### src/rtl/tx_frame_gen_if.sv
// Upstream payload stream into tx_frame_gen.
// Valid/ready: the source holds s_data and s_last stable while s_valid=1 and
// s_ready=0; a word transfers on a clk edge where s_valid=1 and s_ready=1.
interface tx_frame_gen_if;
  logic        s_valid;
  logic [15:0] s_data;
  logic        s_last;
  logic        s_ready;

  modport master (output s_valid, output s_data, output s_last, input s_ready);
  modport slave  (input s_valid, input s_data, input s_last, output s_ready);
endinterface

### src/rtl/tx_frame_gen.sv
// Frames 16-bit payload words into a byte stream for an 8b10b encoder:
// commas between frames, SOF/EOF K-codes, in-frame filler and a byte checksum.
module tx_frame_gen #(
  parameter int unsigned IDLE_GAP = 4
) (
  input  logic          clk,
  input  logic          rst,
  input  logic          tx_en_i,
  tx_frame_gen_if.slave s,
  output logic          enc_ein_o,
  output logic          enc_kin_o,
  output logic [7:0]    enc_dat_o,
  output logic [15:0]   frame_cnt_o,
  output logic [2:0]    state_o
);

  typedef enum logic [2:0] {
    ST_IDLE    = 3'd0,
    ST_SOF     = 3'd1,
    ST_DATA_LO = 3'd2,
    ST_DATA_HI = 3'd3,
    ST_STALL   = 3'd4,
    ST_CSUM    = 3'd5,
    ST_EOF     = 3'd6
  } state_e;

  localparam logic [7:0] K_COMMA = 8'hBC;  // K28.5
  localparam logic [7:0] K_SOF   = 8'hFB;  // K27.7
  localparam logic [7:0] K_STALL = 8'hF7;  // K23.7
  localparam logic [7:0] K_EOF   = 8'hFD;  // K29.7

  state_e      state_q, state_d;
  logic [7:0]  gap_q, gap_d;
  logic [15:0] hold_q, hold_d;
  logic        hold_last_q, hold_last_d;
  logic [7:0]  sum_q, sum_d;
  logic [15:0] frame_cnt_q, frame_cnt_d;
  logic        ein_q, ein_d;
  logic        kin_q, kin_d;
  logic [7:0]  dat_q, dat_d;
  logic        ready;
  logic        load_word;

  always_ff @(posedge clk or posedge rst) begin
    if (rst) begin
      state_q     <= ST_IDLE;
      gap_q       <= 8'(IDLE_GAP);
      hold_q      <= '0;
      hold_last_q <= 1'b0;
      sum_q       <= '0;
      frame_cnt_q <= '0;
      ein_q       <= 1'b0;
      kin_q       <= 1'b0;
      dat_q       <= '0;
    end else begin
      state_q     <= state_d;
      gap_q       <= gap_d;
      hold_q      <= hold_d;
      hold_last_q <= hold_last_d;
      sum_q       <= sum_d;
      frame_cnt_q <= frame_cnt_d;
      ein_q       <= ein_d;
      kin_q       <= kin_d;
      dat_q       <= dat_d;
    end
  end

  // Sum accumulates on the edge that enters the state emitting each byte,
  // so by DATA_HI of the last word it already covers every payload byte.
  always_comb begin
    state_d     = state_q;
    gap_d       = gap_q;
    sum_d       = sum_q;
    frame_cnt_d = frame_cnt_q;
    ready       = 1'b0;
    load_word   = 1'b0;
    unique case (state_q)
      ST_IDLE: begin
        if (gap_q != 8'd0) begin
          gap_d = gap_q - 8'd1;
        end else if (tx_en_i && s.s_valid) begin
          state_d = ST_SOF;
        end
      end
      ST_SOF: begin
        ready     = 1'b1;
        load_word = 1'b1;
        sum_d     = s.s_data[7:0];
        state_d   = ST_DATA_LO;
      end
      ST_DATA_LO: begin
        sum_d   = sum_q + hold_q[15:8];
        state_d = ST_DATA_HI;
      end
      ST_DATA_HI: begin
        if (hold_last_q) begin
          state_d = ST_CSUM;
        end else begin
          ready = 1'b1;
          if (s.s_valid) begin
            load_word = 1'b1;
            sum_d     = sum_q + s.s_data[7:0];
            state_d   = ST_DATA_LO;
          end else begin
            state_d = ST_STALL;
          end
        end
      end
      ST_STALL: begin
        ready = 1'b1;
        if (s.s_valid) begin
          load_word = 1'b1;
          sum_d     = sum_q + s.s_data[7:0];
          state_d   = ST_DATA_LO;
        end
      end
      ST_CSUM: begin
        state_d = ST_EOF;
      end
      ST_EOF: begin
        frame_cnt_d = frame_cnt_q + 16'd1;
        gap_d       = 8'(IDLE_GAP - 1);
        state_d     = ST_IDLE;
      end
      default: begin
        state_d = ST_IDLE;
      end
    endcase
  end

  always_comb begin
    hold_d      = hold_q;
    hold_last_d = hold_last_q;
    if (load_word) begin
      hold_d      = s.s_data;
      hold_last_d = s.s_last;
    end
  end

  // Encoder byte reflects the state being entered on this edge.
  always_comb begin
    ein_d = 1'b0;
    kin_d = 1'b1;
    dat_d = K_COMMA;
    unique case (state_d)
      ST_IDLE:    dat_d = K_COMMA;
      ST_SOF:     dat_d = K_SOF;
      ST_DATA_LO: begin ein_d = 1'b1; kin_d = 1'b0; dat_d = hold_d[7:0];  end
      ST_DATA_HI: begin ein_d = 1'b1; kin_d = 1'b0; dat_d = hold_d[15:8]; end
      ST_STALL:   dat_d = K_STALL;
      ST_CSUM:    begin ein_d = 1'b1; kin_d = 1'b0; dat_d = sum_d;        end
      ST_EOF:     dat_d = K_EOF;
      default:    dat_d = K_COMMA;
    endcase
  end

  assign s.s_ready   = ready;
  assign enc_ein_o   = ein_q;
  assign enc_kin_o   = kin_q;
  assign enc_dat_o   = dat_q;
  assign frame_cnt_o = frame_cnt_q;
  assign state_o     = state_q;

endmodule

### src/flat_wrapper.sv
// flat-port wrapper written by rule: the top's interface ports become plain ports
module tx_frame_gen_flat 
#(
  parameter int unsigned IDLE_GAP = 4
)
  (clk, rst, tx_en_i, enc_ein_o, enc_kin_o, enc_dat_o, frame_cnt_o, state_o, s_s_valid, s_s_data, s_s_last, s_s_ready);
  tx_frame_gen_if s_i ();
  input  logic clk;
  input  logic rst;
  input  logic tx_en_i;
  output logic enc_ein_o;
  output logic enc_kin_o;
  output logic [7:0] enc_dat_o;
  output logic [15:0] frame_cnt_o;
  output logic [2:0] state_o;
  input wire logic [$bits(s_i.s_valid)-1:0] s_s_valid;
  input wire logic [$bits(s_i.s_data)-1:0] s_s_data;
  input wire logic [$bits(s_i.s_last)-1:0] s_s_last;
  output wire logic [$bits(s_i.s_ready)-1:0] s_s_ready;
  assign s_i.s_valid = s_s_valid;
  assign s_i.s_data = s_s_data;
  assign s_i.s_last = s_s_last;
  assign s_s_ready = s_i.s_ready;
  tx_frame_gen #(.IDLE_GAP(IDLE_GAP)) u_core (.clk(clk), .rst(rst), .tx_en_i(tx_en_i), .s(s_i), .enc_ein_o(enc_ein_o), .enc_kin_o(enc_kin_o), .enc_dat_o(enc_dat_o), .frame_cnt_o(frame_cnt_o), .state_o(state_o));
endmodule
### config.mk
export PLATFORM = sky130hd
export DESIGN_NAME = tx_frame_gen_flat
export DESIGN_NICKNAME = d
export VERILOG_FILES = /design/src/rtl/tx_frame_gen_if.sv /design/src/rtl/tx_frame_gen.sv /design/src/flat_wrapper.sv
export SDC_FILE = /design/constraint.sdc
export NUM_CORES = 1
export LEC_CHECK = 0
export ABC_AREA = 0
export CAP_MARGIN = 25
export CORE_MARGIN = 5
export CORE_UTILIZATION = 40
export CTS_CLUSTER_SIZE = 24
export DETAILED_ROUTE_END_ITERATION = 16
export PLACE_DENSITY = 0.65
export SETUP_SLACK_MARGIN = 0.3
export SLEW_MARGIN = 20
export SYNTH_ARGS = -nofsm -noshare
export SYNTH_HDL_FRONTEND = slang
export SYNTH_SLANG_ARGS = --single-unit
### constraint.sdc
create_clock -name clk -period 6.37 [get_ports clk]
set_clock_uncertainty 0.05 [all_clocks]
set_input_delay 1.274 -clock clk [delete_from_list [all_inputs] [get_ports clk]]
set_output_delay 1.274 -clock clk [all_outputs]
set_load 0.05 [all_outputs]
==> out/results.ini, run 1 <==
[timing]
tightestPinTransition_ns = 0.9013
hold_viol = 0
finalMaxSlewViolations = 0
rsz0062_at_grt = false
fin_crit_ns = 4.319
period_share_pct = 67.81
slew_headroom_pct = 39.90
clock.fmax_mhz = 231.5
finalSetupViolCount = 0
setup_tns_ns = 0

[synth]
seq_area_frac_synth_pct = 39.03
synth_seq_cells = 54
synthArstFlopShare_pct = 100.0
synth_area_per_cell_um2 = 9.548
synth.distinct_cells = 73
syn-num-nets = 403
synth_top_cell_area_share_pct = 38.27
yosys_warnings = 0
netlist_top_cells_count = 53 x dfrtp_1, 31 x nand2_1, 25 x nor2_1
yosys.cell_count.top_type = dfrtp_1
yosysTopAreaCell = dfrtp_1
synth_area_leaders = dfrtp_1 38%, ha_1 6.1%, xnor2_1 4.5%
synthCells = 363
synth_edf_count = 0
synth_top_flop_cell = dfrtp_1
synth.cell_area_mm2 = 0.003466

[critical_path]
crit_path_cell_trace = nor3b_2 > a31o_2 > clkdlybuf4s50_1
max_stage_delay_ns = 0.83
crit_arrival_ns = 3.00
rr_startpoint = u_core.state_o[2]$_DFF_PP0_
cp_slowest_cell = dfrtp_1
critPathCaptureType = output port
start_kind = register
r2r.worst_path.cells = 6
worstPathMaxFanout = 24
rrSetupSlack_ns = 3.21
reg2reg_to = u_core.enc_dat_o[2]$_DFF_PP0_
crit_type = reg2out
worstPathRequired_ns = 5.05
path_buf_inv = 1
path_delay_family = flip-flops

[power]
powerDensity_mw_per_mm2 = 542.6
finalPower_uw = 2244
p_leak_uw = 0.001795
vdd_drop_max_v = 0.0001803
switching_power_uw = 1080
power.share.sequential_pct = 27.8
combPwrFrac_pct = 61.7
p_clk_share_pct = 10.5
p_int_uw = 1164
switching_share_pct = 48.13

[clock_tree]
cts-resized-gates = 0
cts.sinks = 54
numCtsBuffers = 5
cts_tree = built
htreeDepth = 2
root_buffer = clkbuf_8
cts.path.max_buffers = 2
insertion_delay_ns = 0.31
clk_pin_slew_ns = 0.10
cts_hold_buf = 0
post-cts-setup-buffer-count = 0

[grt]
grt_pass1_vias = 2885
grt_overflow = 0
track_usage_pct = 17.70
grt_start_max_net_pins = 55
grt_pass1_wl_mm = 14.77
antenna_found_initial = 0

[cells_and_area]
multiInputGateArea_mm2 = 0.001962
fin_nets = 446
fillers = 830
seq_area_mm2 = 0.001353
syn_to_final_growth_pct = 19.31
antenna_cells = 0
drive_above_1_share_pct = 8.108

[floorplanning]
die_height_um = 103.1
dieArea_mm2 = 0.01063
num_rows = 34
coreArea_mm2 = 0.008593
ios = 51
start_util_pct = 40.33
die_w_um = 103.1

[routing]
viasPerCell = 5.713
wl_mm = 8.802
num_vias = 2942
drc = 0
initialDrtViolationCount = 203
wl_per_cell_um = 17.09
drt_first_pass_iters = 4
ant_nets = 0

[placement]
routabilityCongestion = 0.8931
dp_hpwl_mm = 6.371
portBuffers = 50

[hold_path]
hold_depth = 1
holdCritStartpoint = u_core.frame_cnt_o[15]$_DFFE_PP0P_
hp-class = reg2reg
hold_end = u_core.frame_cnt_o[15]$_DFFE_PP0P_

[outcome]
status = completed

[run]
drv_cap = 0

[worst max path at each step]
stage                     slack, ns  depth (start not counted)                   startpoint                         to
after floorplan                3.38                          8                  s_s_data[0]  u_core.sum_q[6]$_DFF_PP0_
final                          2.05                          3  u_core.state_o[2]$_DFF_PP0_                  s_s_ready
after CTS                      2.07                          3  u_core.state_o[2]$_DFF_PP0_                  s_s_ready
after global placement         2.51                          3  u_core.state_o[2]$_DFF_PP0_                  s_s_ready
after global routing           1.90                          3  u_core.state_o[2]$_DFF_PP0_                  s_s_ready
after detailed placement       2.43                          3  u_core.state_o[2]$_DFF_PP0_                  s_s_ready
[routing by layer]
metal / track usage (%) / vias up / share of wire [%]
li1: - / 1403 / -
met1: 24.83 / 1455 / 47
met2: 28.91 / 70 / 47
met3: 2.571 / 14 / 4.7
met4: 4.084 / 0 / 1.6
met5: 0 / - / 0
[power by group through the flow]
| stage | Combinational, uW | Clock, uW | Sequential (uW) |
|---|---|---|---|
| 6_report | 1380 | 236 | 623 |
| 5_1_grt | 1530 | 256 | 645 |
| 4_1_cts | 1390 | 243 | 622 |
| 3_5_place_dp | 1380 | 0 | 629 |
| 3_3_place_gp | 1360 | 0 | 624 |
| 2_1_floorplan | 924 | 0 | 732 |
[stage by stage]
step	hold slack [ns]	worst slack [ns]	util (%)	std cells	instance area, um2
2_1_floorplan	0.4272	3.376	-	363	3466
3_3_place_gp	0.4128	2.506	46.84	507	4025
3_5_place_dp	0.4245	2.427	46.84	507	4025
4_1_cts	0.4390	2.071	48.12	515	4135
5_1_grt	0.4666	1.896	48.12	515	4135
6_report	0.4268	2.051	48.12	515	4135
[cells by family after synthesis]
| family | synth area share, % |
|---|---|
| AND/OR/NAND/NOR | 19.86 |
| AO/OA/AOI/OAI | 19.24 |
| flip-flops | 39.03 |
| buffers and inverters | 4.368 |
| XOR/XNOR | 7.328 |
| adder cells (fa/ha/maj) | 7.292 |
| multiplexers | 2.888 |
[placed cells by master (no fill, tap or decap), types with 11 or more instances in the layout]
cell,netlist,final
dfrtp_1,53,53
clkdlybuf4s50_1,0,50
nand2_1,31,31
nor2_1,25,25
a21oi_1,19,19
xnor2_1,18,18
nand3_1,17,17
ha_1,17,17
inv_1,15,14
xor2_1,11,11
[registers in the layout, indices dropped and copies added (netlist names)]
name,flops
u_core.enc_dat_o,8
u_core.enc_ein_o,1
u_core.enc_kin_o,1
u_core.frame_cnt_o,16
u_core.gap_q,8
u_core.hold_last_q,1
u_core.hold_q,8
u_core.state_o,3
u_core.sum_q,8
[cell type report]
type / count / area share, %
timing repair buffer: 52 / 12.47
inverter: 16 / 1.452
clock buffer: 6 / 1.755
clock inverter: 2 / 0.9077
sequential: 54 / 32.71
multi-input combinational: 277 / 47.44
tap: 108 / 3.268
[worst register-to-register path, cell delays in order, from the launching register on]
cell     delay [ns]
dfrtp_1        0.83
nor3b_2        0.82
o21ai_2        0.16
o21ai_2        0.39
mux2_1         0.40
nor2b_1        0.13
a221o_1        0.27
Power figures use the tool's default switching activity.
==> inputs of run 2 (changes only) <==
==> constraint.sdc (replaced) <==
create_clock -name clk -period 4.4 [get_ports clk]
set_clock_uncertainty 0.05 [all_clocks]
set_input_delay 0.88 -clock clk [delete_from_list [all_inputs] [get_ports clk]]
set_output_delay 0.88 -clock clk [all_outputs]
set_load 0.05 [all_outputs]
==> out/results.ini, run 2 (same netlist as run 1, synthesis figures left out) <==
[routing]
viasPerCell = 5.636
wl_mm = 8.737
num_vias = 2914
initialDrtViolationCount = 309
wl_per_cell_um = 16.90
ant_nets = 0
drt_first_pass_iters = 5
drc = 0

[cells_and_area]
fillers = 835
seq_area_mm2 = 0.001353
largest_reg_flops = 16
most-common-layout-cells = 53 x dfrtp_1, 50 x clkdlybuf4s50_1, 31 x nand2_1, 25 x nor2_1, 19 x a21oi_1
multiInputGateArea_mm2 = 0.001962
syn_to_final_growth_pct = 19.42
drive_above_1_share_pct = 8.802
layout_commonest_cell = dfrtp_1
fin_nets = 448
antenna_cells = 0
fin_util_pct = 48.17

[critical_path]
rr_startpoint = u_core.state_o[1]$_DFF_PP0_
path_buf_inv = 2
path_delay_family = buffers and inverters
critPathCaptureType = output port
worstSetupEndpoint = s_s_ready
worstPathMaxFanout = 24
worstPathRequired_ns = 3.47
crit_arrival_ns = 2.59
r2r.worst_path.cells = 6
max_stage_delay_ns = 0.83
cp_slowest_cell = dfrtp_1
crit_start = u_core.state_o[2]$_DFF_PP0_
path_depth = 4
start_kind = register
crit_path_cell_trace = nor3b_2 > buf_4 > a31o_2 > clkdlybuf4s50_1
rrSetupSlack_ns = 1.45
reg2reg_to = u_core.enc_dat_o[2]$_DFF_PP0_
crit_type = reg2out

[floorplanning]
ios = 51
dieArea_mm2 = 0.01063
start_util_pct = 40.33
num_rows = 34
die_height_um = 103.1
coreArea_mm2 = 0.008593
die_w_um = 103.1

[timing]
finalSetupViolCount = 0
setup_slack_ns = 0.8828
setup_tns_ns = 0
hold_viol = 0
fin_crit_ns = 3.517
period_share_pct = 79.94
finalMaxSlewViolations = 0
rsz0062_at_grt = false
clock.fmax_mhz = 284.3
tightestPinTransition_ns = 0.9276
slew_headroom_pct = 38.15

[power]
p_leak_uw = 0.001801
vdd_drop_max_v = 0.0003484
powerDensity_mw_per_mm2 = 776.2
finalPower_uw = 3213

[grt]
antenna_found_initial = 0
grt_pass1_wl_mm = 14.46
track_usage_pct = 17.23
grt_start_max_net_pins = 32
grt_pass1_vias = 2831
grt_overflow = 0

[clock_tree]
htreeDepth = 2
insertion_delay_ns = 0.31
numCtsBuffers = 5
cts-resized-gates = 0
post-cts-setup-buffer-count = 0
root_buffer = clkbuf_8
cts_hold_buf = 0
cts.path.max_buffers = 2
clk_pin_slew_ns = 0.11
cts_tree = built
cts.sinks = 54

[run]
drv_cap = 0

[placement]
dp_hpwl_mm = 6.280
portBuffers = 50
place_ws_ns = 1.146
routabilityCongestion = 0.9497

[outcome]
status = completed

[hold_path]
hp-class = reg2reg

==> run 2: changes by cell type in the layout (fill, tap and decap cells not counted) <==
cell,previous run,this run
clkbuf_8,5,6
clkbuf_1,1,0
buf_4,2,4
bufinv_16,1,0
inv_6,0,1
==> run 2: layout make-up <==
cell class | count | area share [%]
multi-input cells | 277 | 47.40
flip-flops and latches | 54 | 32.68
repair buffers | 54 | 12.82
well taps | 108 | 3.265
clock buffers | 6 | 1.995
inverters | 16 | 1.451
clock inverters | 2 | 0.3930
==> run 2: how the worst min path moves through the flow <==
stage	from	cells after the start	slack (ns)	to
after global placement	u_core.frame_cnt_o[15]$_DFFE_PP0P_	1	0.41	u_core.frame_cnt_o[15]$_DFFE_PP0P_
final	u_core.frame_cnt_o[15]$_DFFE_PP0P_	1	0.44	u_core.frame_cnt_o[15]$_DFFE_PP0P_
after detailed placement	u_core.frame_cnt_o[10]$_DFFE_PP0P_	1	0.43	u_core.frame_cnt_o[10]$_DFFE_PP0P_
after CTS	u_core.frame_cnt_o[10]$_DFFE_PP0P_	1	0.45	u_core.frame_cnt_o[10]$_DFFE_PP0P_
after global routing	u_core.frame_cnt_o[12]$_DFFE_PP0P_	1	0.47	u_core.frame_cnt_o[12]$_DFFE_PP0P_
after floorplan	u_core.hold_q[10]$_DFF_PP0_	1	0.43	u_core.hold_q[10]$_DFF_PP0_
==> run 2: metrics by stage <==
| step | cells | cell area, um2 | hold slack [ns] |
|---|---|---|---|
| global placement | 509 | 4040 | 0.4114 |
| floorplan | 363 | 3466 | 0.4272 |
| CTS | 517 | 4139 | 0.4485 |
| finish | 517 | 4139 | 0.4382 |
| global route | 517 | 4139 | 0.4736 |
| detailed placement | 509 | 4040 | 0.4336 |
==> run 2: report_power, final <==
group          internal [uW]  total [uW]  switching [uW]
Combinational            826        1970            1140
Sequential               689         941             252
Clock                    130         306             176
Total                   1640        3210            1570
==> run 2: metal layers <==
metal	up-vias	part of all wire [%]	global-route usage (%)
met3	12	7.2	3.112
met4	0	1.2	3.685
li1	1412	-	-
met2	105	46	27.58
met1	1385	46	24.40
met5	-	0	0
==> inputs of run 3 (changes only) <==
==> constraint.sdc (replaced) <==
create_clock -name clk -period 3.25 [get_ports clk]
set_clock_uncertainty 0.05 [all_clocks]
set_input_delay 0.65 -clock clk [delete_from_list [all_inputs] [get_ports clk]]
set_output_delay 0.65 -clock clk [all_outputs]
set_load 0.05 [all_outputs]
==> out/results.ini, run 3 (same netlist as run 1, synthesis figures left out) <==
[grt]
grt_start_max_net_pins = 55
grt_overflow = 0
track_usage_pct = 17.46
grt_pass1_wl_mm = 14.59
antenna_found_initial = 0
grt_pass1_vias = 2894

[power]
vdd_drop_max_v = 0.0004985
p_leak_uw = 0.001840
powerDensity_mw_per_mm2 = 1054

[cells_and_area]
layout_commonest_cell = dfrtp_1
antenna_cells = 0
fin_nets = 454
syn_to_final_growth_pct = 21.05
seq_area_mm2 = 0.001353
fin_cells = 523
largest_reg_flops = 16
final_cell_area_mm2 = 0.004195
multiInputGateArea_mm2 = 0.001962
most-common-layout-cells = 53 x dfrtp_1, 49 x clkdlybuf4s50_1, 31 x nand2_1, 25 x nor2_1, 19 x a21oi_1
fin_util_pct = 48.82
fillers = 842
drive_above_1_share_pct = 10.36

[clock_tree]
insertion_delay_ns = 0.31
root_buffer = clkbuf_8
cts_tree = built
clk_pin_slew_ns = 0.11
cts-resized-gates = 0
numCtsBuffers = 5
cts_hold_buf = 0
cts.path.max_buffers = 2
cts.sinks = 54
htreeDepth = 2
post-cts-setup-buffer-count = 0

[floorplanning]
num_rows = 34
die_height_um = 103.1
ios = 51
die_w_um = 103.1
coreArea_mm2 = 0.008593
start_util_pct = 40.33
dieArea_mm2 = 0.01063

[timing]
fin_crit_ns = 2.674
rsz0062_at_grt = false
setup_tns_ns = 0
finalMaxSlewViolations = 0
finalSetupViolCount = 0
period_share_pct = 82.29
slew_headroom_pct = 54.20
whs_ns = 0.4215
tightestPinTransition_ns = 0.6870
clock.fmax_mhz = 373.9
hold_viol = 0

[routing]
viasPerCell = 5.727
dr_wl_met3_um = 689
initialDrtViolationCount = 192
num_vias = 2995
ant_nets = 0
wl_per_cell_um = 16.75
drc = 0
wl_met1_mm = 3.858
wl_mm = 8.759
drt_first_pass_iters = 4
dr.max_layer_used = met4
wl_met2_mm = 4.065

[placement]
routabilityCongestion = 0.8897
placed_cells = 515
postPlaceCellArea_mm2 = 0.004095
portBuffers = 50
dp_hpwl_mm = 6.484

[critical_path]
cp_slowest_cell = clkdlybuf4s50_1
worstPathMaxFanout = 3
max_stage_delay_ns = 0.45
start_kind = input pin
crit_arrival_ns = 2.82
crit_type = in2reg
critPathCaptureType = register
crit_path_cell_trace = clkdlybuf4s50_1 > ha_1 > fa_1 > a21o_1 > a21oi_1 > xnor2_1 > o2bb2ai_1 > o311ai_1 > o21ai_1
worstPathRequired_ns = 3.40

[run]
drv_cap = 0

[outcome]
status = completed

[hold_path]
hp-class = reg2reg

## run 3: cell count changes in the layout (fill, tap and decap cells not counted)
cell             delta
inv_6               -1
clkdlybuf4s50_1     -1
clkinv_4            +2
buf_12              +1
buf_4               +6
clkinvlp_4          -1
## run 3: power breakdown
part | total (uW) | internal (uW) | switching [uW]
sequential | 1210 | 934 | 276
combinational | 2800 | 1180 | 1620
clock | 414 | 176 | 238
## run 3: final cells by class
cell class	instances	share of cell area (%)
clock buffer	6	1.968
clock inverter	2	0.4175
inverter	16	1.432
multi-input combinational	277	46.76
sequential	54	32.24
tap	108	3.221
timing repair buffer	60	13.96
## run 3: layer usage
layer | global-route usage [%] | vias up
li1 | - | 1423
met1 | 24.85 | 1448
met2 | 27.87 | 109
met3 | 2.639 | 15
met4 | 4.382 | 0
met5 | 0 | -
## run 3: final timing paths
path | to | depth (start not counted) | startpoint | slack [ns]
min | u_core.frame_cnt_o[15]$_DFFE_PP0P_ | 1 | u_core.frame_cnt_o[15]$_DFFE_PP0P_ | 0.42
max | u_core.sum_q[4]$_DFF_PP0_ | 9 | s_s_data[0] | 0.58
min reg2reg | u_core.frame_cnt_o[15]$_DFFE_PP0P_ | 1 | u_core.frame_cnt_o[15]$_DFFE_PP0P_ | 0.42
max in group asynchronous | u_core.sum_q[3]$_DFF_PP0_ | 3 | rst | 1.90
min in group asynchronous | u_core.frame_cnt_o[5]$_DFFE_PP0P_ | 3 | rst | 0.79
max reg2reg | u_core.sum_q[6]$_DFF_PP0_ | 8 | u_core.sum_q[0]$_DFF_PP0_ | 0.90
## run 3: metrics by stage
step | setup WS, ns | power (uW)
final | 0.5755 | 4420
after detailed placement | 0.2555 | 3995
after global routing | 0.3718 | 4778
after floorplan | 0.8799 | 3246
after CTS | 0.5863 | 4424
after global placement | 0.2892 | 3941
## run 3: critical path: cells and delay by family
family / cells / cell delay (ns)
xor+xnor: 1 / 0.15
buf+inv: 1 / 0.45
fa+ha+maj: 2 / 0.69
compound gates: 5 / 0.88
